$ cat config.mk
export PLATFORM = sky130hd
export DESIGN_NAME = instr_fetch_unit
export DESIGN_NICKNAME = d
export VERILOG_FILES = /design/src/rtl/instr_fetch_unit_pkg.sv /design/src/rtl/instr_fetch_unit_fetch_buffer.sv /design/src/rtl/instr_fetch_unit.sv
export SDC_FILE = /design/constraint.sdc
export NUM_CORES = 1
export LEC_CHECK = 0
export ABC_AREA = 1
export BUFFER_PORTS_ARGS = -buffer_cell sky130_fd_sc_hd__buf_2
export CAP_MARGIN = 5
export CORE_AREA = 2 2 121 123
export DETAILED_ROUTE_END_ITERATION = 16
export DIE_AREA = 0 0 123 125
export PLACE_DENSITY = 0.8
export SLEW_MARGIN = 10
export SYNTH_ARGS = -nofsm -noshare
export SYNTH_HDL_FRONTEND = slang
export SYNTH_SLANG_ARGS = --single-unit
$ cat constraint.sdc
create_clock -name clk -period 1.8 [get_ports clk]
set_input_delay 0.18 -clock clk [delete_from_list [all_inputs] [get_ports clk]]
set_output_delay 0.18 -clock clk [all_outputs]
set_load 0.005 [all_outputs]
$ cat src/rtl/instr_fetch_unit_pkg.sv
// Shared types and constants for the RV32I instruction fetch unit.
// FETCH_MISALIGN_CHK_EN widens each fetch buffer entry by a fault bit.
package instr_fetch_unit_pkg;

  typedef enum logic [1:0] {
    StIdle  = 2'd0,
    StReq   = 2'd1,
    StWait  = 2'd2,
    StDrain = 2'd3
  } fetch_state_e;

  localparam logic [31:0] Nop = 32'h0000_0013;

`ifdef FETCH_MISALIGN_CHK_EN
  localparam int unsigned FaultBits = 1;
`else
  localparam int unsigned FaultBits = 0;
`endif

  // Entry layout, MSB first: {[fault], pc, instr}.
  function automatic int unsigned entry_width(input int unsigned xlen);
    return 2 * xlen + FaultBits;
  endfunction

endpackage

$ cat src/rtl/instr_fetch_unit_fetch_buffer.sv
// Circular FIFO holding fetched {pc, instr} entries; head is read straight from storage.
// Flush empties the buffer on the same edge and overrides any push or pop.
module instr_fetch_unit_fetch_buffer #(
  parameter int unsigned Width = 64,
  parameter int unsigned Depth = 2
) (
  input  logic                     clk,
  input  logic                     areset,
  input  logic                     flush,
  input  logic                     push,
  input  logic [Width-1:0]         wdata,
  input  logic                     pop,
  output logic [Width-1:0]         rdata,
  output logic [$clog2(Depth):0]   count
);

  localparam int unsigned PtrW = $clog2(Depth);
  localparam int unsigned CntW = PtrW + 1;
  localparam logic [CntW-1:0] Full = CntW'(Depth);

  logic [PtrW-1:0]  wr_ptr_q, rd_ptr_q;
  logic [CntW-1:0]  count_q;
  logic [Width-1:0] mem_q [Depth];
  logic             push_en, pop_en;

  assign push_en = push && (count_q != Full);
  assign pop_en  = pop && (count_q != '0);

  always_ff @(posedge clk or negedge areset) begin
    if (!areset) begin
      wr_ptr_q <= '0;
      rd_ptr_q <= '0;
      count_q  <= '0;
      for (int i = 0; i < int'(Depth); i++) begin
        mem_q[i] <= '0;
      end
    end else if (flush) begin
      wr_ptr_q <= '0;
      rd_ptr_q <= '0;
      count_q  <= '0;
    end else begin
      if (push_en) begin
        mem_q[wr_ptr_q] <= wdata;
        wr_ptr_q        <= wr_ptr_q + PtrW'(1);
      end
      if (pop_en) begin
        rd_ptr_q <= rd_ptr_q + PtrW'(1);
      end
      count_q <= count_q + CntW'(push_en) - CntW'(pop_en);
    end
  end

  assign rdata = mem_q[rd_ptr_q];
  assign count = count_q;

endmodule

$ cat src/rtl/instr_fetch_unit.sv
// Fetch stage: issues single-outstanding word reads at pc_in and buffers {pc, instr} for decode.
// Optional FETCH_MISALIGN_CHK_EN turns misaligned PCs into faulting NOP entries (id_fault).
module instr_fetch_unit
  import instr_fetch_unit_pkg::*;
#(
  parameter int unsigned data_Size = 32,
  parameter int unsigned BUF_DEPTH = 2
) (
  input  logic                 clk,
  input  logic                 areset,
  input  logic [data_Size-1:0] pc_in,
  input  logic                 flush,
  output logic                 pc_load,
  output logic                 imem_req,
  output logic [data_Size-1:0] imem_addr,
  input  logic                 imem_gnt,
  input  logic                 imem_rvalid,
  input  logic [data_Size-1:0] imem_rdata,
  output logic                 id_valid,
  input  logic                 id_ready,
  output logic [data_Size-1:0] id_instr,
`ifdef FETCH_MISALIGN_CHK_EN
  output logic                 id_fault,
`endif
  output logic [data_Size-1:0] id_pc
);

  localparam int unsigned CntW   = $clog2(BUF_DEPTH) + 1;
  localparam int unsigned EntryW = entry_width(data_Size);
  localparam logic [CntW-1:0] Depth = CntW'(BUF_DEPTH);

  fetch_state_e         state_q, state_d;
  logic [data_Size-1:0] cap_addr_q, cap_addr_d;
  logic [data_Size-1:0] fetch_addr;
  logic                 fetch_blocked;
  logic                 push, pop;
  logic [EntryW-1:0]    push_data, head;
  logic [CntW-1:0]      count, count_after_push;

`ifdef FETCH_MISALIGN_CHK_EN
  logic misaligned, fault_set, fault_lock_q;

  assign fetch_addr    = pc_in;
  assign misaligned    = |pc_in[1:0];
  assign fetch_blocked = fault_lock_q;

  // A faulting fetch parks the unit until the next redirect.
  always_ff @(posedge clk or negedge areset) begin
    if (!areset) begin
      fault_lock_q <= 1'b0;
    end else if (flush) begin
      fault_lock_q <= 1'b0;
    end else if (fault_set) begin
      fault_lock_q <= 1'b1;
    end
  end
`else
  logic unused_pc_lsb;

  assign fetch_addr    = {pc_in[data_Size-1:2], 2'b00};
  assign fetch_blocked = 1'b0;
  assign unused_pc_lsb = ^pc_in[1:0];
`endif

  assign id_valid         = (count != '0);
  assign pop              = id_valid & id_ready;
  assign count_after_push = count + CntW'(1) - CntW'(pop);
  assign imem_addr        = imem_req ? fetch_addr : '0;

  always_comb begin
    state_d    = state_q;
    cap_addr_d = cap_addr_q;
    imem_req   = 1'b0;
    pc_load    = 1'b0;
    push       = 1'b0;
`ifdef FETCH_MISALIGN_CHK_EN
    fault_set  = 1'b0;
    push_data  = {1'b0, cap_addr_q, imem_rdata};
`else
    push_data  = {cap_addr_q, imem_rdata};
`endif

    unique case (state_q)
      StIdle: begin
        if (!flush && !fetch_blocked && (count < Depth)) begin
          state_d = StReq;
        end
      end
      StReq: begin
        if (flush) begin
          state_d = StIdle;
`ifdef FETCH_MISALIGN_CHK_EN
        end else if (misaligned) begin
          push      = 1'b1;
          push_data = {1'b1, pc_in, data_Size'(Nop)};
          fault_set = 1'b1;
          state_d   = StIdle;
`endif
        end else begin
          imem_req = 1'b1;
          if (imem_gnt) begin
            pc_load    = 1'b1;
            cap_addr_d = fetch_addr;
            state_d    = StWait;
          end
        end
      end
      StWait: begin
        // Flush beats a coincident response: the data is dropped.
        if (flush) begin
          state_d = imem_rvalid ? StIdle : StDrain;
        end else if (imem_rvalid) begin
          push    = 1'b1;
          state_d = (count_after_push < Depth) ? StReq : StIdle;
        end
      end
      StDrain: begin
        if (imem_rvalid) begin
          state_d = StIdle;
        end
      end
      default: state_d = StIdle;
    endcase
  end

  always_ff @(posedge clk or negedge areset) begin
    if (!areset) begin
      state_q    <= StIdle;
      cap_addr_q <= '0;
    end else begin
      state_q    <= state_d;
      cap_addr_q <= cap_addr_d;
    end
  end

  instr_fetch_unit_fetch_buffer #(
    .Width (EntryW),
    .Depth (BUF_DEPTH)
  ) u_fetch_buffer (
    .clk    (clk),
    .areset (areset),
    .flush  (flush),
    .push   (push),
    .wdata  (push_data),
    .pop    (pop),
    .rdata  (head),
    .count  (count)
  );

  assign id_instr = head[data_Size-1:0];
  assign id_pc    = head[2*data_Size-1:data_Size];
`ifdef FETCH_MISALIGN_CHK_EN
  assign id_fault = head[EntryW-1];
`endif

endmodule

Word-level counts from Yosys, hierarchy flattened
Cells that the tools add are included.
{"block": "word_totals", "regBits": 164, "word_cells": 71}
{"block": "classes", "n_addsub": 6, "n_lt_le_gt_ge": 5, "n_eq_ne": 8, "mux": 29, "n_bitwise": 4, "reduce_logical": 12}
{"op": "64-bit 2-to-1 mux", "count": 4}
{"op": "128-bit bitwise mux", "count": 1}
{"op": "64-bit demux with 1-bit select", "count": 1}
{"op": "32-bit 2-to-1 mux", "count": 1}
{"op": "2-bit 2-to-1 mux", "count": 8}
{"op": "1-bit 2-to-1 mux", "count": 13}
{"op": "2-bit one-hot mux with 4 select lines", "count": 1}
{"op": "2-bit inequality test, second input constant", "count": 3}
{"op": "3-bit inequality test, second input constant", "count": 2}
{"op": "2-bit nonzero test", "count": 3}
{"op": "2-bit == test, second input constant", "count": 2}
{"op": "2-bit greater-or-equal comparator, second input constant", "count": 2}
{"op": "1-bit logical AND", "count": 4}
{"op": "2-bit less-than comparator, second input constant", "count": 2}
{"op": "1-bit NOT with 2-bit output", "count": 2}
{"op": "4-bit AND reduction", "count": 1}
{"op": "2-bit by 1-bit subtractor with 2-bit output", "count": 2}
{"op": "3-bit AND reduction", "count": 1}
{"op": "1-bit adder, second input constant", "count": 2}
{"op": "2-bit by 1-bit adder with 2-bit output", "count": 1}
{"op": "2-bit by 1-bit adder with 2-bit output, second input constant", "count": 1}
{"op": "2-bit by 1-bit == test with 1-bit output, second input constant", "count": 1}
{"op": "2-bit logical NOT", "count": 1}
{"op": "2-bit by 1-bit less-than comparator with 1-bit output, second input constant", "count": 1}
{"op": "4 further kinds", "count": 4}

Logic depth before layout (Yosys ltp)
Gate-level depths: netlist of the first run.
{"block": "depth", "word_depth": 8, "mapped_depth": 11, "mapped_depth_nobuf": 11}

Hierarchy
From an unflattened synthesis of the first run, not the netlist that was laid out.
{"block": "hier_totals", "cells_unflattened": 1019, "area_unflattened_um2": 8061.5}
{"mod": "instr_fetch_unit_fetch_buffer", "n_inst": 1, "cells_per_inst": 809, "area_per_inst_um2": 6348.6, "seq_area_each_um2": 3303.2}
{"mod": "instr_fetch_unit", "n_inst": 1, "cells_per_inst": 210, "area_per_inst_um2": 1712.9, "seq_area_each_um2": 800.8}

Worst setup path after synthesis of the first run
OpenSTA, ideal clock, no wires.
{"block": "synth_timing", "path_type": "flip-flop to flip-flop", "start": "reg u_fetch_buffer.count_q[1] (netlist: u_fetch_buffer.count[1])", "end": "reg u_fetch_buffer.count_q[0] (netlist: u_fetch_buffer.count[0])", "setup_ns": 0.113, "arrival_time_ns": 1.348, "path_slack_ns": 0.338, "stages_incl_launch_ff": 10, "synth_period_minus_slack_ns": 1.462, "cell_sequence": "dfrtp_1 inv_1 nand2_1 nand2_1 inv_1 ha_1 inv_1 ha_1 inv_1 nor2_1"}
{"block": "synth_between", "elab_chain_len": 5, "word_cells_on_any_way": 8, "cone_classes": "2 x add/sub; 1 x eq/ne; 1 x mux; 1 x bitwise; 3 x reduce/logical"}
{"element": "start: declaration", "line": "instr_fetch_unit_fetch_buffer.sv:22", "text": "logic [CntW-1:0] count_q;"}
{"element": "start signal: assignment", "line": "instr_fetch_unit_fetch_buffer.sv:49", "text": "count_q <= count_q + CntW'(push_en) - CntW'(pop_en);"}
{"element": "2-bit nonzero test (*)", "line": "instr_fetch_unit.sv:65", "text": "assign id_valid = (count != '0);"}
{"element": "net id_valid", "line": "instr_fetch_unit.sv:19", "text": "output logic id_valid,"}
{"element": "1-bit bitwise AND", "line": "instr_fetch_unit.sv:66", "text": "assign pop = id_valid & id_ready;"}
{"element": "1-bit logical AND (*)", "line": "instr_fetch_unit_fetch_buffer.sv:27", "text": "assign pop_en = pop && (count_q != '0);"}
{"element": "2-bit by 1-bit subtractor with 2-bit output (*)", "line": "instr_fetch_unit_fetch_buffer.sv:49"}
{"element": "2-bit 2-to-1 mux (*)", "line": "instr_fetch_unit_fetch_buffer.sv:37", "text": "end else if (flush) begin"}
Mark *: on every way through the listed nets, which the timed path passes. The rest lies on a longest branch.
A chain may end at the register's enable or synchronous reset.

Final worst setup path of the first run
{"block": "layout_timing", "start": "reg state_q[0]", "end": "out pc_load"}
{"block": "layout_between", "elab_chain_len": 2}
{"element": "start: declaration", "line": "instr_fetch_unit.sv:32", "text": "fetch_state_e state_q, state_d;"}
{"element": "start signal: assignment", "line": "instr_fetch_unit.sv:128", "text": "state_q <= StIdle;"}
{"element": "start signal: assignment", "line": "instr_fetch_unit.sv:131", "text": "state_q <= state_d;"}
{"element": "2-bit by 1-bit == test with 1-bit output", "line": "instr_fetch_unit.sv:83", "text": "unique case (state_q)"}
{"element": "1-bit 2-to-1 mux", "line": "instr_fetch_unit.sv:83"}
{"element": "end: declaration", "line": "instr_fetch_unit.sv:13", "text": "output logic pc_load,"}
No other way between the ends.

==> run summary, run 1 <==
By count the netlist is led by 490 x nand2_1, 160 x dfrtp_1, 124 x nand4_1, 43 x inv_1, 39 x nor2_1. The clock passes through at most 2 buffers. The count of endpoints failing hold in the final timing report is 0. Of the synthesized area, sequential elements account for 52.54%.

The count of fill cells added during filler insertion is roughly 1200. The share of cells above drive strength 1 came out at between 20% and 30%. The wire length of the first global-routing pass is 32130 um. Averaged over all synthesized cells, the footprint is 7.737 um^2. The iteration-0 DRC count of the detailed router came out at 525. Yosys mapped a number of flops with a built-in enable equal to 0. The number of ports placed on the die boundary came out at 169. Summing all multi-input logic gate instances after layout gives approximately 0.003 mm^2. The worst-case setup margin in the final layout came out at 90.74 ps. In this run the vertical extent of the chip is 125 um.

OpenSTA, run right after detailed placement, puts the worst setup slack at about 180 ps. The combined area of all synthesized cells is 0.007621 mm^2. The master of the slowest instance on the critical path is dfrtp_1. The maximum ir drop on the vdd rail came out at 828.1 uV. The clock tree synthesis step divided the H-tree into 4 levels. The die area is 0.01538 mm^2. The total number of nets in the final design is 1201.

The internal power of the cells totals 9565 uW. The clock slew at the register clock pins of the worst setup and hold paths is 60 ps. The type of origin of the critical path is a flip-flop. The count of endpoints failing setup in the final report came out at 0.

The tightest slew margin relative to the limit is between 50% and 60%. The cell class contributing the biggest share of worst-path delay is flip-flops. Data on the critical path arrives at its endpoint at 1530 ps.

The min-delay analysis places its worst path in the category input pin to flip-flop. After layout, the worst path uses 94.96% of the clock period. The peak per-stage delay on the critical path came out at 390 ps. The flip-flop and latch count after synthesis came out at 160. TritonCTS built the clock tree.

The number of placement rows is 44. By instance count, the cell type seen most on the critical path is inv_2. In the final routed layout, each cell accounts on average for 14.70 um.

The primary flip-flop cell chosen by synthesis mapping is dfrtp_1. The power per standard cell area came out at between 1500 and 2000 mW/mm^2. The share of power burned in the clock network came out at 28.8%. By area the synthesized netlist is led by dfrtp_1 53%, nand2_1 24%, nand4_1 10%. By startpoint and endpoint, the worst setup path is classified as flip-flop to output pin.

The fmax is 0.5850 GHz. The worst setup path is captured at an output pin. The via density per instance is 5.384.

Detailed placement ended at an HPWL of 12000 um. The total vias in the final route came out at roughly 7000. The final worst clock skew came out at 4.213 ps. The tree is rooted in a clkbuf_16. The clock period could shrink to 1709 ps. The flow ran to the end, and the final reports show no timing, DRC or antenna violations.

The routability congestion estimate is roughly 0.75. The global-route congestion overflow total came out at 0. The maximum fanout encountered on the critical timing path came out at 15.

The static power due to leakage is between 0.005 and 0.006 uW. The source-to-sink clock delay at the later pin of the worst-skew pair is 420 ps. The biggest area consumer among synthesized cells is dfrtp_1. At the pin with the least slew margin, the transition time is 602.2 ps.

The part of the total power dissipated in combinational logic came out at 33.1%. The floorplan die width is 123 um. The number of pins exceeding their max-slew limit in the final report is 0.

The via count of the first global-routing pass came out at ~6700. The placeable core area is 0.01420 mm^2. The area taken by flip-flops and latches came out at roughly 0.0040 mm^2. The pre-antenna-repair detailed-routing pass consisted of 5 iterations.

The number of max-cap violations came out at 0. Hold is met by 10.84 ps. The fraction of power consumed by sequential logic is 38.1%. Summed over all nets, the switching power comes to between 5000 and 6000 uW. The global-route usage over all layers is between 20% and 30%. After detailed routing, the number of remaining DRC violations is 0. Overall power consumption after layout is estimated at about 15000 uW.

The share of flip-flops with an asynchronous set or reset after synthesis came out at 100.0%. Traced cell by cell, the critical path runs through inv_2, nor2_1, nand2_2, inv_2, nand2_4, inv_1, buf_2. During synthesis, Yosys emitted a total of 0 warnings. The remaining number of nets flagged by the antenna check after routing came out at 0.

The number of buffers added for setup after CTS came out at 0. The count of inserted antenna diode cells came out at 0. The number of antenna violations at the first check in global routing was 0. nand2_1 is the most common cell in the netlist. The total number of clock tree sinks is 160. The number of port buffers came out at 162. The synthesized design devotes to its leading area cell type about 53% of total area.

Together, buffers and inverters on the worst path number 4. The post-synthesis cell type count came out at 21. Entering global routing, the biggest net connects 63 pins. In the synthesized netlist, the number of instances is 985. The fraction of power spent switching nets came out at 35.43%.

The area added between synthesis and finish is 23.38%. The total wirelength of the detailed-routed design is 19480 um. The clock buffer count from CTS is 17. The required time of the critical path came out at between 1500 and 2000 ps.

The starting utilization of the core area is between 50% and 60%.
==> routing by layer <==
metal | wire length [um] | vias to the layer above | share of wire (%) | track usage [%]
li1 | - | 3439 | - | -
met1 | 8065 | 3408 | 41 | 33.27
met2 | 9793 | 249 | 50 | 44.49
met3 | 1177 | 38 | 6.0 | 4.699
met4 | 441 | 0 | 2.3 | 10.03
met5 | 0 | - | 0 | 0
==> area by class of cell <==
| type | count | share of cell area [%] |
|---|---|---|
| Tap cell | 184 | 2.448 |
| Sequential cell | 160 | 42.61 |
| Timing Repair Buffer | 198 | 12.85 |
| Clock inverter | 9 | 2.409 |
| Clock buffer | 23 | 5.083 |
| Multi-Input combinational cell | 703 | 32.68 |
| Inverter | 48 | 1.916 |
==> power by group through the flow <==
stage | sequential [uW] | combinational (uW) | clock, uW
finish | 5650 | 4900 | 4270
global route | 5790 | 5560 | 4470
CTS | 5630 | 4880 | 4310
detailed placement | 5660 | 4820 | 0
global placement | 5610 | 4710 | 0
floorplan | 5470 | 3010 | 0
==> registers in the layout, indices dropped and copies added, names as in the netlist <==
signal and flops:
u_fetch_buffer.mem_q 124, cap_addr_q 30, state_q 2, u_fetch_buffer.count 2, u_fetch_buffer.rd_ptr_q 1, u_fetch_buffer.wr_ptr_q 1
==> through the flow <==
stage	TNS, ps	instance area, um^2	cells	util (%)
floorplan	0	7632	988	-
global placement	0	8605	1286	60.58
detailed placement	0	8605	1286	60.58
CTS	0	9379	1325	66.03
global route	-3.651	9403	1325	66.20
finish	0	9403	1325	66.20
==> cells in the final DEF (no fill, tap or decap) <==
| cell type | instances |
|---|---|
| bufinv_16 | 7 |
| clkinv_4 | 1 |
| nand3_2 | 1 |
| clkbuf_1 | 3 |
| buf_2 | 161 |
| ha_1 | 3 |
| dlygate4sd3_1 | 7 |
| nand2_4 | 2 |
| nand3_4 | 1 |
| inv_1 | 43 |
| conb_1 | 4 |
| a21oi_1 | 1 |
| nand4_1 | 124 |
| dfrtp_1 | 158 |
| buf_6 | 2 |
| dfrtp_2 | 2 |
| nor2_4 | 1 |
| nor2_1 | 39 |
| clkbuf_8 | 3 |
| clkbuf_16 | 17 |
| nand2_1 | 489 |
| nand2_2 | 2 |
| o21ai_0 | 2 |
| buf_4 | 20 |
| clkinvlp_4 | 1 |
| nand3_1 | 3 |
| xor2_1 | 1 |
| o21ai_1 | 30 |
| buf_12 | 8 |
| inv_2 | 5 |
==> worst min-delay path, stage by stage <==
cell and delay, ps:
buf_2 90, inv_1 60, o21ai_1 60
==> cells by family (layout without fill, tap and decap cells) <==
group	Yosys count	after routing	share of synthesized area [%]
AO/OA/AOI/OAI	33	33	2.167
XOR/XNOR	1	1	0.1149
adder cells (fa/ha/maj)	3	3	0.4926
buffers and inverters	125	278	7.454
flip-flops	160	160	52.54
other	1	4	0.04921
AND/OR/NAND/NOR	662	662	37.19
==> final timing paths <==
path / startpoint / end / slack, ps / cells after the start
max: state_q[0] / pc_load / 90 / 7
min: pc_in[12] / cap_addr_q[12] / 10 / 3
max reg2reg: state_q[0] / u_fetch_buffer.mem_q[118] / 150 / 7
min reg2reg: u_fetch_buffer.mem_q[109] / u_fetch_buffer.mem_q[109] / 470 / 2
max in group asynchronous: areset / u_fetch_buffer.mem_q[12] / 900 / 3
min in group asynchronous: areset / u_fetch_buffer.mem_q[119] / 270 / 2
==> what timing repair did <==
item                                    4_1_cts  5_1_grt
hold buffers                                  7        0
endpoints found under the hold margin        49        0
endpoints found under the setup margin        0       48
gates resized for setup                       0        6
(Power assumes the default switching activity.)
==> inputs of run 2 (changes only) <==
--- a/config.mk
+++ b/config.mk
@@ -8,10 +8,9 @@
 export ABC_AREA = 1
 export BUFFER_PORTS_ARGS = -buffer_cell sky130_fd_sc_hd__buf_2
 export CAP_MARGIN = 5
-export CORE_AREA = 2 2 121 123
+export CORE_AREA = 2 2 143 145
 export DETAILED_ROUTE_END_ITERATION = 16
-export DIE_AREA = 0 0 123 125
-export PLACE_DENSITY = 0.8
+export DIE_AREA = 0 0 145 147
 export SLEW_MARGIN = 10
 export SYNTH_ARGS = -nofsm -noshare
 export SYNTH_HDL_FRONTEND = slang
==> run summary, run 2 (same netlist as run 1, synthesis figures left out) <==
The flow ran to the end, and the final reports show no timing, DRC or antenna violations. The tightest slew margin relative to the limit came out at 66.45%. The maximum fanout encountered on the critical timing path is 62. The total number of clock tree sinks came out at 160.

The master of the slowest instance on the critical path is dfrtp_2. The area added between synthesis and finish is 25.22%. The maximum number of pins on one net before global-route repair is 63.

The number of pins exceeding their max-slew limit in the final report came out at 0. The routed layout has 6881 vias. The power per standard cell area came out at roughly 1500 mW/mm^2. The floorplan die width came out at 145 um. Setup violations remaining at the end of the flow were counted as 0. The largest registers in the layout are u_fetch_buffer.mem_q x124, cap_addr_q x30. In this run the remaining antenna-violating nets after routing total 0. For this block, the initial DRC count from the detailed router was 464. The peak per-stage delay on the critical path is around 420 ps. The placed wire-length estimate is about 12000 um. The count of inserted antenna diode cells came out at 0.

The startpoint identified for the worst register-to-register timing path is state_q[0]. The source-to-sink clock delay at the later pin of the worst-skew pair came out at 420 ps. The cell area after layout is about 0.0095 mm^2. The data arrival at the endpoint of the critical path is 1540 ps. The routability congestion estimate came out at between 0.7 and 0.8. Setup repair after global routing left no endpoint under its margin. The tightest min-delay check is of the input pin to flip-flop type.

The period utilization is 95.69%. The slew at the pin with the worst max-slew slack came out at about 500 ps. Global routing consumed, over all layers together, 19.56% of the routing resources.

Across the run, the number of max-cap violations was 0. The register with the most flip-flops in the layout has ~120 of them. The wire length of the first global-routing pass is 33480 um. In this run the post-CTS setup repair buffer count came out at 0. Data on the critical path is required at its endpoint by 1620 ps. The top cell types in the final layout, fill and taps aside, are 489 x nand2_1, 161 x buf_2, 158 x dfrtp_1. The number of port buffers is between 150 and 200. The signal on the critical path passes through buf_12, nand2_1, nand2_1, buf_2.

The count of endpoints failing hold in the final timing report is 0. The instance count after placement with tap cells included came out at between 1000 and 1500. Clock-pin slew was measured on the worst setup and hold paths at around 60 ps. The critical path is of the flip-flop to output pin type. The final worst clock skew is between 6 and 7 ps. In the final design database the tool counted 1202 nets. The number of placement rows is 52. In this run the most critical hold path is launched from pc_in[14]. The filler-free cell count of the finished design is ~1400. The cell sitting at the root of the clock tree is a clkbuf_16.

Among the stages of the critical path, the cell type that occurs most often is nand2_1. The via density per instance is 4.873. The fmax is 0.5806 GHz. After detailed routing, the number of remaining DRC violations is 0.

The clock tree buffer depth is 2. The starting utilization of the core area came out at between 30% and 40%. The number of antenna violations at the first check in global routing is 0. The critical path starts at u_fetch_buffer.rd_ptr_q.

The placeable core area is roughly 0.02 mm^2. The number of detailed-routing iterations run before antenna repair came out at 5. The total wirelength of the detailed-routed design is 20690 um. Leaving out fill and tap cells, the most frequent cell in the layout is nand2_1.

The count of fill cells added during filler insertion is 1994. The design draws 14610 uW. The final critical delay including setup and external delays came out at about 1700 ps. The top register by number of flip-flops is u_fetch_buffer.mem_q. The type of origin of the critical path is a flip-flop. Summing all placed instances gives a cell area of 0.008727 mm^2. The number of ports placed on the die boundary came out at between 150 and 200. The die area came out at 0.02132 mm^2.

In the final layout, the share of cells above drive strength 1 is 20.67%. The floorplan die height is 147 um. The via count of the first global-routing pass is roughly 6500.

The CTS H-tree depth came out at 4. TritonCTS built the clock tree. The maximum ir drop on the vdd rail came out at 724.7 uV. The average wire per standard cell is 14.65 um. The static power due to leakage came out at 0.005538 uW.

STA classifies the critical path endpoint as an output pin. The clock buffer count from CTS is 17. The global-route congestion overflow total came out at 0. The setup total negative slack came out at 0 ps.
## run 2: cell types whose count changed in the layout (fill, tap and decap cells not counted), moves of 2 or more
cell and change:
buf_12 +2, inv_6 +3, dlygate4sd3_1 +3, bufinv_16 -3
clkbuf_1 -3, buf_4 -5
## run 2: final timing paths
kind                                             endpoint  slack, ps  depth (start not counted)
worst max-delay path                            id_pc[23]         80                          4
worst min-delay path                       cap_addr_q[14]         10                          3
worst max register to register   u_fetch_buffer.mem_q[66]        160                          8
worst min register to register   u_fetch_buffer.mem_q[77]        470                          2
max in group asynchronous       u_fetch_buffer.mem_q[114]        940                          3
min in group asynchronous        u_fetch_buffer.mem_q[31]        190                          2
## run 2: timing repair
item,4_1_cts,5_1_grt
gates cloned,0,1
endpoints found under the hold margin,139,0
endpoints found under the setup margin,32,37
hold buffers,10,0
resized for setup,2,7
## run 2: critical path, delay by kind of cell, from the launching register on
family / cells / cell delay (ps)
buf+inv: 2 / 450
flops: 1 / 420
simple gates: 2 / 230
## run 2: per-stage QoR
step	hold WS (ps)	worst slack, ps	utilization (%)
after floorplan	-115.6	338.5	-
after global placement	59.20	209.1	43.98
after detailed placement	61.89	200.7	43.98
after CTS	2.579	12.13	47.81
after global routing	9.335	7.021	48.09
final	14.96	77.66	48.09
## run 2: per-layer routing
layer / vias to the layer above / GRT usage [%] / part of all wire (%)
li1: 3443 / - / -
met1: 3246 / 26.12 / 46
met2: 171 / 32.74 / 48
met3: 21 / 3.602 / 4.3
met4: 0 / 5.644 / 1.4
met5: - / 0 / 0
## run 2: layout make-up
| cell class | count | area [um^2] | share of cell area [%] |
|---|---|---|---|
| clock buffer | 21 | 480.5 | 5.035 |
| sequential | 160 | 4006 | 41.98 |
| multi-input combinational | 703 | 3075 | 32.23 |
| tap | 270 | 337.8 | 3.540 |
| inverter | 48 | 185.2 | 1.940 |
| timing repair buffer | 199 | 1282 | 13.44 |
| clock inverter | 11 | 175.2 | 1.836 |
## run 2: power by group
| group | internal [uW] | switching (uW) |
|---|---|---|
| logic | 1930 | 3060 |
| clock network | 2480 | 1500 |
| registers | 4850 | 789 |
| total | 9270 | 5350 |
